**config.mk**
```make
export PLATFORM = sky130hd
export DESIGN_NAME = alu_arbiter
export DESIGN_NICKNAME = d
export VERILOG_FILES = /design/src/rtl/alu_arbiter.sv
export SDC_FILE = /design/constraint.sdc
export NUM_CORES = 1
export LEC_CHECK = 0
export CAP_MARGIN = 20
export CORE_MARGIN = 2
export CORE_UTILIZATION = 38
export DETAILED_ROUTE_END_ITERATION = 10
export GPL_TIMING_DRIVEN = 0
export PLACE_DENSITY = 0.89
export SLEW_MARGIN = 20
export SYNTH_ARGS = -nofsm -noshare
export SYNTH_HDL_FRONTEND = slang
export SYNTH_SLANG_ARGS = --single-unit
export TNS_END_PERCENT = 50
```
**constraint.sdc**
```tcl
create_clock -name clk -period 1.8 [get_ports clk]
set_clock_uncertainty 0.2 [all_clocks]
set_input_delay 0.36 -clock clk [delete_from_list [all_inputs] [get_ports clk]]
set_output_delay 0.36 -clock clk [all_outputs]
set_load 0.1 [all_outputs]
```
**src/rtl/alu_arbiter.sv**
```systemverilog
// -----------------------------------------------------------------------------
// alu_arbiter
//
// Purpose
//   Shares one external ALU between two requesters. An accepted operation is
//   registered onto the ALU inputs, the ALU is enabled for exactly one cycle,
//   and its result and flags are captured and returned to the requester that
//   issued the operation. A program status register (psr) tracks the flags of
//   every completed operation except memory/jump (class 4'b0100) and branch
//   (class 4'b1100) operations.
//
//   Sequence: IDLE (accept) -> DRIVE (ALU enabled) -> RESP (response pulse)
//   -> IDLE. Accept in cycle T gives a response in cycle T+2; the next
//   accept can happen in cycle T+3 at the earliest.
//
// Configuration
//   ALU_ARBITER_RR_EN  defined   : round-robin tie-break; when both requesters
//                                  are valid, the one not granted last wins.
//                      undefined : fixed priority; requester 0 wins every tie.
//
// Ports
//   clk, reset                 clock; synchronous active-low reset
//   req{0,1}_valid/_ready      request handshake per requester
//   req{0,1}_op/_src/_dst      operation control word and operands
//   rsp{0,1}_valid             one-cycle response pulse per requester
//   rsp_result, rsp_flags      captured ALU result and {c, low, ovf, z, n}
//   psr                        program status register, rsp_flags bit order
//   alu_enable/_src/_dst/_op   drive the external ALU
//   alu_result, alu_carry, alu_low, alu_overflow, alu_zero, alu_negative
//                              outputs of the external ALU
//   dbg_state                  current FSM state (IDLE=0, DRIVE=1, RESP=2)
//
// Handshake: a request transfers in a cycle where reqN_valid and reqN_ready
// are both high. reqN_ready is combinational, only ever high in IDLE, and at
// most one ready is high per cycle. A requester keeps valid and its payload
// stable until it sees ready; a valid dropped before ready is simply ignored.
// -----------------------------------------------------------------------------
module alu_arbiter #(
  parameter int WIDTH   = 16,
  parameter int CTL_LEN = 8
) (
  input  logic               clk,
  input  logic               reset,

  input  logic               req0_valid,
  output logic               req0_ready,
  input  logic [CTL_LEN-1:0] req0_op,
  input  logic [WIDTH-1:0]   req0_src,
  input  logic [WIDTH-1:0]   req0_dst,

  input  logic               req1_valid,
  output logic               req1_ready,
  input  logic [CTL_LEN-1:0] req1_op,
  input  logic [WIDTH-1:0]   req1_src,
  input  logic [WIDTH-1:0]   req1_dst,

  output logic               rsp0_valid,
  output logic               rsp1_valid,
  output logic [WIDTH-1:0]   rsp_result,
  output logic [4:0]         rsp_flags,
  output logic [4:0]         psr,

  output logic               alu_enable,
  output logic [WIDTH-1:0]   alu_src,
  output logic [WIDTH-1:0]   alu_dst,
  output logic [CTL_LEN-1:0] alu_op,
  input  logic [WIDTH-1:0]   alu_result,
  input  logic               alu_carry,
  input  logic               alu_low,
  input  logic               alu_overflow,
  input  logic               alu_zero,
  input  logic               alu_negative,

  output logic [1:0]         dbg_state
);

  typedef enum logic [1:0] {
    S_IDLE  = 2'd0,
    S_DRIVE = 2'd1,
    S_RESP  = 2'd2
  } state_t;

  state_t             r_state;
  state_t             w_next_state;

  logic               r_grantee;     // requester index of the operation in flight
  logic [CTL_LEN-1:0] r_alu_op;
  logic [WIDTH-1:0]   r_alu_src;
  logic [WIDTH-1:0]   r_alu_dst;
  logic [WIDTH-1:0]   r_rsp_result;
  logic [4:0]         r_rsp_flags;
  logic [4:0]         r_psr;

`ifdef ALU_ARBITER_RR_EN
  logic               r_last_grant;  // index of the most recently accepted requester
`endif

  logic               w_accept;
  logic               w_pick1;       // 1 when requester 1 wins the current arbitration
  logic [4:0]         w_alu_flags;
  logic               w_psr_hold;

  assign w_alu_flags = {alu_carry, alu_low, alu_overflow, alu_zero, alu_negative};

  // Memory/jump and branch classes complete normally but must not disturb psr.
  assign w_psr_hold = (r_alu_op[7:4] == 4'b0100) || (r_alu_op[7:4] == 4'b1100);

  // Arbitration: a lone valid requester always wins; a tie goes to requester 0
  // under fixed priority, or to the requester not granted last under round-robin.
  always_comb begin
    w_pick1 = 1'b0;
`ifdef ALU_ARBITER_RR_EN
    w_pick1 = req1_valid && (!req0_valid || !r_last_grant);
`else
    w_pick1 = req1_valid && !req0_valid;
`endif
  end

  // Next-state and output decode.
  always_comb begin
    w_next_state = r_state;
    w_accept     = 1'b0;
    req0_ready   = 1'b0;
    req1_ready   = 1'b0;
    alu_enable   = 1'b0;
    rsp0_valid   = 1'b0;
    rsp1_valid   = 1'b0;
    case (r_state)
      S_IDLE: begin
        if (req0_valid || req1_valid) begin
          w_accept     = 1'b1;
          req0_ready   = !w_pick1;
          req1_ready   = w_pick1;
          w_next_state = S_DRIVE;
        end
      end
      S_DRIVE: begin
        alu_enable   = 1'b1;
        w_next_state = S_RESP;
      end
      S_RESP: begin
        rsp0_valid   = !r_grantee;
        rsp1_valid   = r_grantee;
        w_next_state = S_IDLE;
      end
      default: begin
        w_next_state = S_IDLE;
      end
    endcase
  end

  // State register plus datapath registers. Reset discards any operation in
  // flight: the capture below only runs outside reset, so neither the
  // response registers nor psr see an operation interrupted by reset.
  always_ff @(posedge clk) begin
    if (!reset) begin
      r_state      <= S_IDLE;
      r_grantee    <= 1'b0;
      r_alu_op     <= '0;
      r_alu_src    <= '0;
      r_alu_dst    <= '0;
      r_rsp_result <= '0;
      r_rsp_flags  <= '0;
      r_psr        <= '0;
`ifdef ALU_ARBITER_RR_EN
      r_last_grant <= 1'b1;
`endif
    end else begin
      r_state <= w_next_state;

      if (w_accept) begin
        r_grantee <= w_pick1;
        r_alu_op  <= w_pick1 ? req1_op  : req0_op;
        r_alu_src <= w_pick1 ? req1_src : req0_src;
        r_alu_dst <= w_pick1 ? req1_dst : req0_dst;
`ifdef ALU_ARBITER_RR_EN
        r_last_grant <= w_pick1;
`endif
      end

      // End of DRIVE: the ALU has seen stable inputs for the whole cycle.
      if (r_state == S_DRIVE) begin
        r_rsp_result <= alu_result;
        r_rsp_flags  <= w_alu_flags;
        if (!w_psr_hold) begin
          r_psr <= w_alu_flags;
        end
      end
    end
  end

  assign alu_op     = r_alu_op;
  assign alu_src    = r_alu_src;
  assign alu_dst    = r_alu_dst;
  assign rsp_result = r_rsp_result;
  assign rsp_flags  = r_rsp_flags;
  assign psr        = r_psr;
  assign dbg_state  = r_state;

endmodule

```
==> out/qor.txt, run 1 <==
===============================================================================
Synth async-reset ratio                                                      0%
Critical path cell sequence                                        buf_6 > nor2_4 > and2_4 > buf_12
Ratio of final minimum period to clock period                              101%
Crit path capture                                                    req0_ready
Most used standard cell by instance count after synthesis          sky130_fd_sc_hd__nand2_1
Average vias per placed instance                                           5.16
Final critical delay including setup and external delays                1.82 ns
Outcome                                                            finished, violations left
Reg2Reg Setup Slack                                                     0.14 ns
Total number of clock tree sinks                                             69
Fmax                                                                    548 MHz
Slew @ Worst Pin                                                       0.708 ns
Buffer depth of the longest clock path                                        2
Share of Yosys cell area claimed by the top area cell type                44.3%
Final Cell Area                                                        5010 µm²
Delay of the slowest cell on the worst path                             0.37 ns
TritonCTS buffer count                                                        9
Worst Setup End Kind                                               primary output
Post-DRT Antenna Nets                                                         0
Worst setup path startpoint                                        dbg_state[1]$_SDFFE_PN0P_
Layout-stage area growth over the synthesis result                        60.8%
Cell type of the slowest stage on the worst timing path            sky130_fd_sc_hd__dfxtp_4
Total via count in the routed design                                       3414
Cell count after synthesis                                                  360
Proportion of synthesized chip area in sequential cells                   44.3%
EDFF count, synth                                                             0
Root cell of the clock tree                                        sky130_fd_sc_hd__clkbuf_8
Mean cell area of the mapped netlist                                   8.65 µm²
Maximum number of pins on one net before global-route repair                 14
Number of hold-repair buffers added at the cts stage                          0
Die boundary width                                                      94.5 µm
Cell type with the largest total area after synthesis              sky130_fd_sc_hd__dfxtp_1
Initial core utilization                                                  38.5%
# H-tree levels                                                               3
Static power due to leakage                                          0.00205 µW
Startpoint kind of the worst setup timing path                        flip-flop
Final GP Congestion                                                       0.739
Fill cell count                                                             711
Total Power                                                             5050 µW
Count of port buffers added during placement                                177
Worst slew margin relative to its limit                                   52.8%
Synthesized netlist net count                                               465
Detailed Route WL                                                      10300 µm
Ranking of synthesized cells by area                               sky130_fd_sc_hd__dfxtp_1, sky130_fd_sc_hd__a311oi_2, sky130_fd_sc_hd__nand2_1
Count of pins over their slew limit                                           0
Post-DP HPWL                                                            7700 µm
Number of ports placed on the die boundary                                  178
Net count, final                                                            657
Primary flip-flop cell chosen by synthesis mapping                 sky130_fd_sc_hd__dfxtp_1
Routed wire length per instance                                         15.5 µm
Power density over the cells                                        1010 nW/µm²
Violated checks                                                    negative setup slack
Number of DRC violations after detailed routing                               0
Final count of negative-setup-slack endpoints                                 1
Clock Latency Late Sink                                                 0.34 ns
RSZ-0062 raised after global routing                                        yes
Number of global-route vias before repair                                  3357
Flop and latch count out of synthesis                                        69
DR iter-0 viols                                                              99
Number of cells traversed by the worst register-to-register path              6
Core footprint                                                         8090 µm²
Remaining Overflow, GRT                                                       0
Summed instance area of the synthesized netlist                        3120 µm²
Number of rows in the core area                                              33
Worst min path class                                               input pin to flip-flop
Overall track demand over capacity in global routing                      22.6%
List of most frequent post-synthesis cells                         sky130_fd_sc_hd__nand2_1, sky130_fd_sc_hd__dfxtp_1, sky130_fd_sc_hd__a21oi_1
Crit path required time                                                 1.24 ns
Min Hold Slack                                                         0.170 ns
Data arrival time of the critical path                                  1.26 ns
Antenna Diode Count                                                           0
Chip Height                                                             94.5 µm
Setup slack at placement                                               -1.49 ns
Start-to-end type of the worst setup path                          flip-flop to primary output
Clock slew at reported path FFs                                         0.08 ns
Wire length of the first global-routing pass                           15800 µm
Placed cell area                                                       5070 µm²
Initial antenna violation count                                               0
VDD IR max                                                           0.000514 V
Worst R2R Start                                                    dbg_state[1]$_SDFFE_PN0P_
PnR worst setup slack                                                -0.0243 ns
First-pass iteration count of the detailed router                             4
Capture instance of the worst register-to-register path            alu_src[11]$_SDFFE_PN0P_
Total of warnings raised by yosys                                             0
Count of endpoints failing hold in the final timing report                    0
Die Footprint                                                          8940 µm²
Synth unique cells                                                           22
TritonCTS clock tree                                                        yes
Count of max-cap constraint violations                                        0
Crit Path Max Fanout                                                          5
Share of layout cells above drive strength 1                              29.1%
===============================================================================
flip-flops by register name (all words and copies together), names as in the netlist:
name        count
alu_dst        16
alu_src        16
rsp_result     16
alu_op          8
psr             5
rsp_flags       5
dbg_state       2
r_grantee       1
power breakdown:
part	total (µW)	switching (µW)	leakage (µW)	internal (µW)
Clock	1140	629	0.0000834	510
Sequential	1760	86.9	0.000571	1670
Combinational	2150	1570	0.00139	582
logic make-up after synthesis:
group | Yosys count | synth area share (%)
compound gates | 103 | 29.5
buf+inv | 37 | 5.94
flops | 69 | 44.3
mux | 5 | 1.61
simple gates | 146 | 18.6
metrics by stage:
| step | util, % | setup TNS [ns] | std cells |
|---|---|---|---|
| floorplan | - | -0.974 | 360 |
| finish | 61.9 | -0.0243 | 662 |
| global route | 61.9 | -0.124 | 662 |
| CTS | 63.1 | -0.141 | 662 |
| detailed placement | 62.7 | -41.52 | 642 |
| global placement | 62.7 | -39.73 | 642 |
layer usage:
layer | part of all wire [%] | global-route usage, % | up-vias | wire, µm
met5 | 0 | 0 | - | 0
met4 | 1.7 | 8.57 | 0 | 173
met3 | 8.9 | 6.70 | 14 | 913
met2 | 50 | 40.3 | 161 | 5100
met1 | 40 | 25.5 | 1602 | 4080
li1 | - | - | 1637 | -
worst max-delay path: cells and delay by family (launching register included):
family | cells | cell delay (ns)
DFF | 1 | 0.37
and+or+nand+nor | 2 | 0.25
buffers and inverters | 2 | 0.29
timing repair:
| item | 4_1_cts | 5_1_grt |
|---|---|---|
| buffers inserted | 5 | 2 |
| pin swaps | 3 | 1 |
| endpoints found under the setup margin | 113 | 27 |
| resized for setup | 376 | 26 |
cell type report:
class                      instances  area, µm²  share of cell area, %
sequential                        69       1390                   27.7
multi-input combinational        254       1600                   31.9
inverter                           2       10.0                  0.200
tap                              105        131                   2.62
clock inverter                     6       47.5                  0.949
clock buffer                      10        128                   2.55
buffer                            32        176                   3.52
timing repair buffer             184       1530                   30.5
worst min path at each step:
| stage | from | to | slack, ns | depth (start not counted) |
|---|---|---|---|---|
| after floorplan | alu_carry | rsp_flags[4]$_SDFFE_PN0P_ | 0.30 | 2 |
| final | req1_valid | r_grantee$_SDFFE_PN0P_ | 0.17 | 3 |
| after global placement | rsp_result[1]$_SDFFE_PN0P_ | rsp_result[1]$_SDFFE_PN0P_ | 0.24 | 2 |
| after detailed placement | rsp_result[9]$_SDFFE_PN0P_ | rsp_result[9]$_SDFFE_PN0P_ | 0.25 | 2 |
| after CTS | req1_valid | r_grantee$_SDFFE_PN0P_ | 0.15 | 3 |
| after global routing | req1_valid | r_grantee$_SDFFE_PN0P_ | 0.17 | 3 |
placed cells by master (no fill, tap or decap), types with 2 or more instances in the layout:
cell / synthesis / layout
sky130_fd_sc_hd__clkinv_4: 0 / 2
sky130_fd_sc_hd__a311oi_2: 40 / 40
sky130_fd_sc_hd__and2_4: 1 / 2
sky130_fd_sc_hd__clkbuf_8: 0 / 9
sky130_fd_sc_hd__nor2_1: 3 / 2
sky130_fd_sc_hd__dfxtp_4: 0 / 2
sky130_fd_sc_hd__buf_2: 7 / 72
sky130_fd_sc_hd__buf_8: 0 / 3
sky130_fd_sc_hd__clkdlybuf4s50_1: 0 / 102
sky130_fd_sc_hd__a21oi_1: 62 / 62
sky130_fd_sc_hd__inv_4: 0 / 2
sky130_fd_sc_hd__nand2b_4: 0 / 2
sky130_fd_sc_hd__buf_12: 0 / 3
sky130_fd_sc_hd__clkdlybuf4s18_2: 0 / 2
sky130_fd_sc_hd__clkinvlp_4: 0 / 2
sky130_fd_sc_hd__clkbuf_1: 22 / 21
sky130_fd_sc_hd__nand2_1: 132 / 132
sky130_fd_sc_hd__buf_4: 0 / 7
sky130_fd_sc_hd__buf_6: 5 / 6
sky130_fd_sc_hd__dfxtp_1: 69 / 67
sky130_fd_sc_hd__mux2i_1: 5 / 5
No activity file was read; power rests on OpenSTA's default activity.
==> run 2: changes to the inputs <==
- RECOVER_POWER: default -> 100
==> out/qor.txt, run 2 (synthesis gave the netlist of run 1 again) <==
===============================================================================
Total number of clock tree sinks                                             69   unchanged
Start-to-end type of the worst setup path                          flip-flop to primary output
Number of ports placed on the die boundary                                  178   unchanged
TritonCTS clock tree                                                        yes
Violated checks                                                    negative setup slack
Buffers & Inverters on Critical Path                                          2   unchanged
Final count of negative-setup-slack endpoints                                 4   +3
Static power due to leakage                                          0.00201 µW   -1.8%
TritonCTS buffer count                                                        9   unchanged
Total via count in the routed design                                       3407   -0.21%
Clock slew at reported path FFs                                         0.08 ns   about the same
Worst R2R Start                                                    dbg_state[1]$_SDFFE_PN0P_
Die boundary width                                                      94.5 µm   unchanged
PnR worst setup slack                                                -0.0264 ns   -0.00207 ns
Count of cell instances traversed by the critical path                        4   unchanged
Initial antenna violation count                                               0   unchanged
Net count, final                                                            657   unchanged
Crit Path Max Fanout                                                          5   unchanged
Count of port buffers added during placement                                177   unchanged
Clock Latency Late Sink                                                 0.34 ns   about the same
Maximum number of pins on one net before global-route repair                 14   unchanged
Launch point of the worst hold path                                  req1_valid
Number of DRC violations after detailed routing                               0   unchanged
RSZ-0062 raised after global routing                                        yes
Delay of the slowest cell on the worst path                             0.37 ns   about the same
Outcome                                                            finished, violations left
Final critical delay including setup and external delays                1.83 ns   +0.00207 ns
Die Footprint                                                          8940 µm²   unchanged
Worst slew margin relative to its limit                                   53.0%   +0.14 points
Placed cell area                                                       5070 µm²   unchanged
Crit path required time                                                 1.24 ns   about the same
Worst min path class                                               input pin to flip-flop
Root cell of the clock tree                                        sky130_fd_sc_hd__clkbuf_8
Final Cell Area                                                        5000 µm²   -0.17%
Final GP Congestion                                                       0.739   unchanged
Worst Setup End Kind                                               primary output
Most common library cell in the layout ignoring fill and taps      sky130_fd_sc_hd__nand2_1
Layout-stage area growth over the synthesis result                        60.5%
Cell type of the slowest stage on the worst timing path            sky130_fd_sc_hd__dfxtp_4
Post-DP HPWL                                                            7700 µm   unchanged
Detailed Route WL                                                      10200 µm   -0.27%
Number of global-route vias before repair                                  3357   unchanged
Share of layout cells above drive strength 1                              28.7%   -0.36 points
Count of endpoints failing hold in the final timing report                    0   unchanged
Layer carrying the most global-route usage                                 met2
Fmax                                                                    548 MHz   -0.11%
Number of cells traversed by the worst register-to-register path              6   unchanged
Overall track demand over capacity in global routing                      22.6%   unchanged
Chip Height                                                             94.5 µm   unchanged
Data arrival time of the critical path                                  1.27 ns   about the same
Number of rows in the core area                                              33   unchanged
VDD IR max                                                           0.000514 V   about the same
Post-DRT Antenna Nets                                                         0   unchanged
Ratio of final minimum period to clock period                              101%   +0.11 points
DR iter-0 viols                                                              83   -16%
Count of max-cap constraint violations                                        0   unchanged
# H-tree levels                                                               3   unchanged
Antenna Diode Count                                                           0   unchanged
Utilization of the core after routing                                     61.8%   -0.11 points
Commonest non-fill, non-tap cells in the layout                    sky130_fd_sc_hd__nand2_1, sky130_fd_sc_hd__clkdlybuf4s50_1, sky130_fd_sc_hd__dfxtp_1
Wire length of the first global-routing pass                           15800 µm   unchanged
Family with the most delay on the worst path                         flip-flops
Average vias per placed instance                                           5.15   -0.21%
Worst hold path depth                                                         3   unchanged
Met1 Resource Use GR                                                      25.5%   unchanged
Power density over the cells                                        1010 nW/µm²   about the same
Remaining Overflow, GRT                                                       0   unchanged
Met3 track demand over resource in global routing                         6.70%   unchanged
Startpoint kind of the worst setup timing path                        flip-flop
Setup TNS                                                            -0.0354 ns   -0.0111 ns
Count of pins over their slew limit                                           0   unchanged
Initial core utilization                                                  38.5%   unchanged
Core footprint                                                         8090 µm²   unchanged
Slew @ Worst Pin                                                       0.706 ns   -0.00215 ns
Routed wire length per instance                                         15.5 µm   -0.27%
M2 GR Usage                                                               40.3%   unchanged
Critical path cell sequence                                        buf_6 > nor2_4 > and2_4 > buf_12
Buffer depth of the longest clock path                                        2   unchanged
First-pass iteration count of the detailed router                             4   unchanged
Worst setup path startpoint                                        dbg_state[1]$_SDFFE_PN0P_
===============================================================================
-- run 2: cell count changes in the layout (fill, tap and decap cells not counted), sizes merged --
cell and delta:
clkbuf +64, dlygate4sd3 +1, buf -64, clkdlybuf4s50 -1
-- run 2: where the power goes --
group,internal [µW],switching [µW]
Clock,510,628
Combinational,571,1560
Sequential,1670,91.1
Total,2750,2280
-- run 2: repair_timing --
item	CTS	global route
endpoints found under the setup margin	113	27
setup buffers	5	2
resized for setup	376	26
pin swaps	3	1
hold buffers	0	0
-- run 2: cell type report --
cell class | count | area (µm²)
plain buffers | 32 | 173
clock buffers | 10 | 128
clock inverters | 6 | 47.5
fillers | 713 | 3090
inverters | 2 | 7.51
multi-input cells | 254 | 1600
flip-flops and latches | 69 | 1390
well taps | 105 | 131
repair buffers | 184 | 1530
-- run 2: final timing paths --
| kind | endpoint | slack (ns) |
|---|---|---|
| setup / recovery | req0_ready | -0.03 |
| hold / removal | r_grantee$_SDFFE_PN0P_ | 0.17 |
| setup reg to reg | rsp_result[0]$_SDFFE_PN0P_ | 0.06 |
| hold reg to reg | rsp_result[9]$_SDFFE_PN0P_ | 0.26 |
-- run 2: through the flow --
stage          setup slack [ns]  hold slack [ns]  total power (µW)  std cells
3_5_place_dp              -1.49            0.249              4030        642
4_1_cts                 -0.0861            0.154              5100        662
3_3_place_gp              -1.45            0.241              4000        642
5_1_grt                 -0.0844            0.172              5240        662
6_report                -0.0264            0.169              5040        662
2_1_floorplan            -0.318            0.296              3380        360
-- run 2: metal layers --
layer | vias to the layer above | wire length, µm
met5 | - | 0
met4 | 0 | 176
met3 | 14 | 896
met2 | 155 | 5080
met1 | 1603 | 4090
li1 | 1635 | -
-- run 2: worst register-to-register path, delay by kind of cell, from the launching register on --
| family | cells | cell delay, ns |
|---|---|---|
| buffers and inverters | 3 | 0.67 |
| flip-flops | 1 | 0.37 |
| AND/OR/NAND/NOR | 2 | 0.28 |
| AO/OA/AOI/OAI | 1 | 0.15 |
